[config.mk]
export PLATFORM = sky130hd
export DESIGN_NAME = simmem_bank_timing
export DESIGN_NICKNAME = d
export VERILOG_FILES = /design/src/rtl/simmem_bank_timing.sv
export SDC_FILE = /design/constraint.sdc
export NUM_CORES = 1
export LEC_CHECK = 0
export CAP_MARGIN = 20
export CORE_UTILIZATION = 51
export CTS_CLUSTER_DIAMETER = 30
export CTS_CLUSTER_SIZE = 40
export DETAILED_ROUTE_END_ITERATION = 12
export MAX_ROUTING_LAYER = met4
export PLACE_DENSITY = 0.71
export SLEW_MARGIN = 30
export SYNTH_ARGS = -nofsm -noshare
export SYNTH_HDL_FRONTEND = slang
export SYNTH_SLANG_ARGS = --single-unit
[constraint.sdc]
create_clock -name clk_i -period 5.4 [get_ports clk_i]
set_clock_uncertainty 0.2 [all_clocks]
set_input_delay 1.62 -clock clk_i [delete_from_list [all_inputs] [get_ports clk_i]]
set_output_delay 1.62 -clock clk_i [all_outputs]
set_load 0.02 [all_outputs]
[src/rtl/simmem_bank_timing.sv]
// -----------------------------------------------------------------------------
// simmem_bank_timing
//
// Multi-bank DRAM timing model for the simulated memory controller. Each
// request address is split into a bank index and a row id. Every bank runs a
// small phase FSM (PRECHARGE / ACTIVATE / ACCESS) that charges the cost of a
// row hit, a closed row or a row conflict. Once the bank is finished it waits
// in DONE until its response is accepted. Completed banks are arbitrated onto
// a single response channel that carries the id, the measured delay and a
// row-hit flag.
//
// Ports
//   clk_i          clock
//   rst_ni         asynchronous active-low reset
//   req_valid_i    request valid
//   req_ready_o    request ready (target bank of req_addr_i is idle)
//   req_addr_i     request byte address
//   req_id_i       request id
//   rsp_valid_o    response valid (some bank is DONE)
//   rsp_ready_i    response ready
//   rsp_id_o       id of the completed request
//   rsp_delay_o    cycles from request handshake to response handshake, saturating
//   rsp_row_hit_o  request hit the open row
//   bank_busy_o    per-bank not-idle flags
// -----------------------------------------------------------------------------
module simmem_bank_timing #(
  parameter int AddrW          = 16,
  parameter int IdW            = 2,
  parameter int NumBanks       = 4,
  parameter int RowBufLenW     = 8,
  parameter int RowHitCost     = 4,
  parameter int PrechargeCost  = 2,
  parameter int ActivationCost = 1,
  parameter bit OpenPage       = 1'b1,
  parameter int DelayW         = 6
) (
  input  logic                clk_i,
  input  logic                rst_ni,
  input  logic                req_valid_i,
  output logic                req_ready_o,
  input  logic [AddrW-1:0]    req_addr_i,
  input  logic [IdW-1:0]      req_id_i,
  output logic                rsp_valid_o,
  input  logic                rsp_ready_i,
  output logic [IdW-1:0]      rsp_id_o,
  output logic [DelayW-1:0]   rsp_delay_o,
  output logic                rsp_row_hit_o,
  output logic [NumBanks-1:0] bank_busy_o
);

  localparam int BankW   = (NumBanks > 1) ? $clog2(NumBanks) : 1;
  localparam int RowW    = AddrW - RowBufLenW - BankW;
  localparam int MaxCost = (RowHitCost > PrechargeCost) ?
                           ((RowHitCost > ActivationCost) ? RowHitCost : ActivationCost) :
                           ((PrechargeCost > ActivationCost) ? PrechargeCost : ActivationCost);
  localparam int CntW    = (MaxCost > 1) ? $clog2(MaxCost) : 1;
  localparam logic [DelayW-1:0] DelayMax = '1;

  typedef enum logic [2:0] {
    S_IDLE,
    S_PRE,
    S_ACT,
    S_ACC,
    S_DONE
  } bank_st_e;

  // Per-bank state
  bank_st_e          r_state    [NumBanks];
  logic [CntW-1:0]   r_cnt      [NumBanks];
  logic [IdW-1:0]    r_id       [NumBanks];
  logic [RowW-1:0]   r_row      [NumBanks];
  logic [RowW-1:0]   r_open_row [NumBanks];
  logic [DelayW-1:0] r_delay    [NumBanks];
  logic [NumBanks-1:0] r_hit;
  logic [NumBanks-1:0] r_row_valid;

  // Response grant lock
  logic             r_lock;
  logic [BankW-1:0] r_gnt;

  logic [BankW-1:0]    w_req_bank;
  logic [RowW-1:0]     w_req_row;
  logic                w_req_hs;
  logic [NumBanks-1:0] w_done;
  logic [BankW-1:0]    w_low_done;
  logic [BankW-1:0]    w_gnt;
  logic                w_rsp_valid;
  logic                w_rsp_hs;

  // A phase of cost c is held for c cycles: load c-1 and leave at zero.
  function automatic logic [CntW-1:0] phase_load(input int cost);
    return CntW'(cost - 1);
  endfunction

  function automatic logic [DelayW-1:0] sat_inc(input logic [DelayW-1:0] v);
    return (v == DelayMax) ? v : v + 1'b1;
  endfunction

  // Address decode; a single-bank build always targets bank 0
  always_comb begin
    w_req_bank = '0;
    if (NumBanks > 1) begin
      w_req_bank = req_addr_i[RowBufLenW +: BankW];
    end
  end

  assign w_req_row = req_addr_i[AddrW-1 -: RowW];

  // Ready is forced low while reset is asserted, independent of the clock
  assign req_ready_o = rst_ni && (r_state[w_req_bank] == S_IDLE);
  assign w_req_hs    = req_valid_i && req_ready_o;

  always_comb begin
    w_done      = '0;
    bank_busy_o = '0;
    for (int b = 0; b < NumBanks; b++) begin
      w_done[b]      = (r_state[b] == S_DONE);
      bank_busy_o[b] = (r_state[b] != S_IDLE);
    end
  end

  // Lowest-index DONE bank; scanned downwards so the lowest index wins
  always_comb begin
    w_low_done = '0;
    for (int b = NumBanks - 1; b >= 0; b--) begin
      if (w_done[b]) begin
        w_low_done = BankW'(b);
      end
    end
  end

  // A stalled response keeps its bank selected, so the outputs cannot change
  // under a pending handshake even if a lower bank completes meanwhile.
  assign w_gnt       = r_lock ? r_gnt : w_low_done;
  assign w_rsp_valid = |w_done;
  assign w_rsp_hs    = w_rsp_valid && rsp_ready_i;

  assign rsp_valid_o   = w_rsp_valid;
  assign rsp_id_o      = w_rsp_valid ? r_id[w_gnt]    : '0;
  assign rsp_delay_o   = w_rsp_valid ? r_delay[w_gnt] : '0;
  assign rsp_row_hit_o = w_rsp_valid && r_hit[w_gnt];

  always_ff @(posedge clk_i or negedge rst_ni) begin
    if (!rst_ni) begin
      r_lock      <= 1'b0;
      r_gnt       <= '0;
      r_hit       <= '0;
      r_row_valid <= '0;
      for (int b = 0; b < NumBanks; b++) begin
        r_state[b]    <= S_IDLE;
        r_cnt[b]      <= '0;
        r_id[b]       <= '0;
        r_row[b]      <= '0;
        r_open_row[b] <= '0;
        r_delay[b]    <= '0;
      end
    end else begin
      r_lock <= w_rsp_valid && !rsp_ready_i;
      r_gnt  <= w_gnt;

      for (int b = 0; b < NumBanks; b++) begin
        // Delay runs from the handshake edge until the response is taken
        if (r_state[b] != S_IDLE) begin
          r_delay[b] <= sat_inc(r_delay[b]);
        end

        case (r_state[b])
          S_IDLE: begin
            if (w_req_hs && (w_req_bank == BankW'(b))) begin
              r_id[b]    <= req_id_i;
              r_row[b]   <= w_req_row;
              r_hit[b]   <= 1'b0;
              r_delay[b] <= '0;
              if (r_row_valid[b] && (r_open_row[b] == w_req_row)) begin
                r_state[b] <= S_ACC;
                r_cnt[b]   <= phase_load(RowHitCost);
                r_hit[b]   <= 1'b1;
              end else if (r_row_valid[b]) begin
                r_state[b] <= S_PRE;
                r_cnt[b]   <= phase_load(PrechargeCost);
              end else begin
                r_state[b] <= S_ACT;
                r_cnt[b]   <= phase_load(ActivationCost);
              end
            end
          end

          S_PRE: begin
            if (r_cnt[b] == '0) begin
              r_state[b]     <= S_ACT;
              r_cnt[b]       <= phase_load(ActivationCost);
              r_row_valid[b] <= 1'b0;
            end else begin
              r_cnt[b] <= r_cnt[b] - 1'b1;
            end
          end

          S_ACT: begin
            if (r_cnt[b] == '0) begin
              r_state[b]     <= S_ACC;
              r_cnt[b]       <= phase_load(RowHitCost);
              r_row_valid[b] <= 1'b1;
              r_open_row[b]  <= r_row[b];
            end else begin
              r_cnt[b] <= r_cnt[b] - 1'b1;
            end
          end

          S_ACC: begin
            if (r_cnt[b] == '0) begin
              r_state[b] <= S_DONE;
              if (!OpenPage) begin
                r_row_valid[b] <= 1'b0;
              end
            end else begin
              r_cnt[b] <= r_cnt[b] - 1'b1;
            end
          end

          S_DONE: begin
            if (w_rsp_hs && (w_gnt == BankW'(b))) begin
              r_state[b] <= S_IDLE;
            end
          end

          default: r_state[b] <= S_IDLE;
        endcase
      end
    end
  end

endmodule

==> results_dict.tcl <==
set metrics [dict create \
    status "finished, final reports clean" \
    worst_pin_slew_ns 0.923 \
    switching_share_pct 39.4 \
    numClockSinks 111 \
    power.total_w 0.00394 \
    area_delta_synth_final_pct 12.3 \
    grt_max_degree 64 \
    seq_power_share_pct 41.7 \
    die_width_um 110 \
    synthAdderAreaFrac_pct 3.38 \
    grt_pass1_vias 4140 \
    clkTransAtPathRegs_ns 0.08 \
    powerDensity_nw_per_um2 591 \
    clk_latency_ns 0.36 \
    synth-edff-count 0 \
    cp_data_required_time_ns 3.58 \
    dp_hpwl_um 9050 \
    p_int_w 0.00238 \
    clk_path_buf_depth 2 \
    hold-worst-slack_ns 0.272 \
    core_um2 11400 \
    ioPinCount 37 \
    die_y_um 110 \
    post-route-period-util_pct 96.1 \
    rsz0062_at_grt "no" \
    start_kind "register" \
    drtAntennaViolNets 0 \
    p_leak_nw 2.91 \
    grt_pass1_wl_um 21200 \
    antenna_found_initial 0 \
    muxShareOfSynthArea_pct 13.4 \
    ys_seq_area_share_pct 46.9 \
    peakVddDrop_mv 0.359 \
    drt-pass1-iter-count 4 \
    cts_buffers 9 \
    cp_max_fo 14 \
    cts_resized 0 \
    wl_met3_um 502 \
    slew_viol_final 0 \
    drtIter0Drc 416 \
    drive_above_1_share_pct 15.4 \
    grt_overflow 0 \
    core.rowCount 39 \
    postCtsHoldBufs 0 \
    synthSimpleGateAreaFrac_pct 15.0 \
    maxUsedRoutingLayer "met4" \
    io_buffers 28 \
    cts_setup_buffers 0 \
    drt-total-wl_um 12700 \
    wl_per_cell_um 17.1 \
    m1WireLength_um 6040 \
    ys_warn_count 0 \
    finalNetCount 632 \
    ys_types 57 \
    hold_class "reg2reg" \
    drc_errors 0 \
    grtUsageTotal_pct 23.9 \
    setup_violations 0 \
    final_cell_mix "dfrtp_1, nand2_1, mux2_2, nor2_1, a21oi_1" \
    relSlewSlack_pct 38.0 \
    synth_nets 615 \
    cts_root_buf "clkbuf_16" \
    worstSetupPathType "reg2out" \
    syn_inst 577 \
    critPathSlowestCell "clkdlybuf4s50_1" \
    cp.arrival_ns 3.37 \
    fmaxAchievable_mhz 193 \
    final_common_cell "dfrtp_1" \
    p_sw_w 0.00155 \
    finalHoldViolCount 0 \
    dr_wl_met2_um 5940 \
    synth-seq-cells 111 \
    power_frac_clock_pct 16.9 \
    cpPeakStageDelay_ns 0.64 \
    die_area_um2 12100 \
    critPathTopFamily "buffers and inverters" \
    setup_tns_ns 0 \
    synthFlopType "dfrtp_1" \
    crit_chain "or3b_2 > a211o_1 > o21a_1 > clkinv_2 > mux2i_1 > a211oi_1 > clkdlybuf4s50_1" \
    diodes 0 \
    gp_congestion 0.828 \
    vias_per_cell 5.94 \
    htreeDepth 3 \
    crit_buf_inv 2 \
    synth_top_family_by_area "simple AND/OR/NAND/NOR gates" \
    cap_violations 0 \
    combPwrFrac_pct 41.4 \
    async_flop_share_pct 100 \
    synth-xor-area-share_pct 5.02 \
    synth_compound_gate_area_share_pct 12.8 \
    netlist_area_um2 5930 \
    fin_crit_ns 5.19 \
    postSynthAreaPerCell_um2 10.3 \
    crit_path_end_kind "primary output" \
    tritoncts "yes" \
    via_count 4405 \
    initial_core_util_pct 52.1 \
]
[metal layers]
layer | GRT usage, % | up-vias
li1 | - | 2125
met1 | 32.1 | 2190
met2 | 35.8 | 71
met3 | 5.33 | 19
met4 | 7.71 | 0
met5 | - | -
[power by group through the flow]
stage / logic [W] / registers, W / clock network [W]
6_report: 0.00163 / 0.00164 / 0.000665
5_1_grt: 0.00183 / 0.00171 / 0.000711
4_1_cts: 0.00164 / 0.00163 / 0.000682
3_5_place_dp: 0.00162 / 0.00165 / 0
3_3_place_gp: 0.00156 / 0.00161 / 0
2_1_floorplan: 0.00134 / 0.00148 / 0
[stage by stage]
step / area [um2] / setup slack, ns / std cells / utilization (%)
floorplan: 5930 / 0.968 / 577 / -
global placement: 6340 / 0.0547 / 726 / 55.7
detailed placement: 6340 / 0.0407 / 726 / 55.7
CTS: 6640 / 0.0289 / 742 / 58.4
global route: 6660 / 0.0503 / 742 / 58.5
finish: 6660 / 0.210 / 742 / 58.5
[Yosys cell counts (7+ instances only)]
library cell	count	area (um2)
o21ai_0	29	145
nand4_1	10	62.6
mux2_2	52	586
clkbuf_1	24	90.1
xnor2_1	18	158
and3_1	9	56.3
ha_1	16	200
inv_1	18	67.6
a211oi_1	7	52.6
nand3_1	12	60.1
xor2_1	16	140
nand2_1	52	195
dfrtp_1	111	2780
a21oi_1	31	155
nor3_1	11	55.1
o22ai_1	11	68.8
nor2_1	37	139
mux2i_1	21	210
[flip-flops by register name, indices dropped and copies added, names as in the netlist]
signal / flops
r_row_valid: 4
r_open_row: 24
r_id: 8
r_lock: 1
r_hit: 4
r_row: 24
r_gnt: 2
r_cnt: 8
r_state: 12
r_delay: 24
[area by class of cell]
cell class | instances | area [um2]
clock inverters | 5 | 50.0
flip-flops and latches | 111 | 2780
repair buffers | 38 | 355
clock buffers | 11 | 253
multi-input cells | 415 | 2970
well taps | 143 | 179
inverters | 19 | 72.6
fillers | 954 | 4710
[cell families (layout without fill, tap and decap cells)]
kind of cell / count (synthesis) / count (layout)
xor+xnor: 34 / 34
fa+ha+maj: 16 / 16
flops: 111 / 111
mux: 73 / 73
simple gates: 173 / 173
buf+inv: 51 / 73
compound gates: 119 / 119
[worst paths after layout]
path | to | startpoint | cells after the start | slack, ns
worst max-delay path | rsp_delay_o[3] | r_state[4]$_DFFE_PN0P_ | 7 | 0.21
worst min-delay path | r_row[6]$_DFFE_PN0P_ | r_row[6]$_DFFE_PN0P_ | 2 | 0.27
worst max register to register | r_state[9]$_DFFE_PN0P_ | r_state[6]$_DFFE_PN0P_ | 6 | 2.36
worst min register to register | r_row[6]$_DFFE_PN0P_ | r_row[6]$_DFFE_PN0P_ | 2 | 0.27
max in group asynchronous | r_row[7]$_DFFE_PN0P_ | rst_ni | 3 | 2.53
min in group asynchronous | r_delay[14]$_DFF_PN0_ | rst_ni | 2 | 1.22
[worst register-to-register path, stage by stage, from the launching register on]
cell and delay (ns):
dfrtp_1 0.52, nor3_2 0.43, inv_1 0.23, mux2_2 0.33, or4_1 0.63, or3_1 0.40, a221oi_2 0.21
Note: power is estimated with default switching activity, not from simulation.
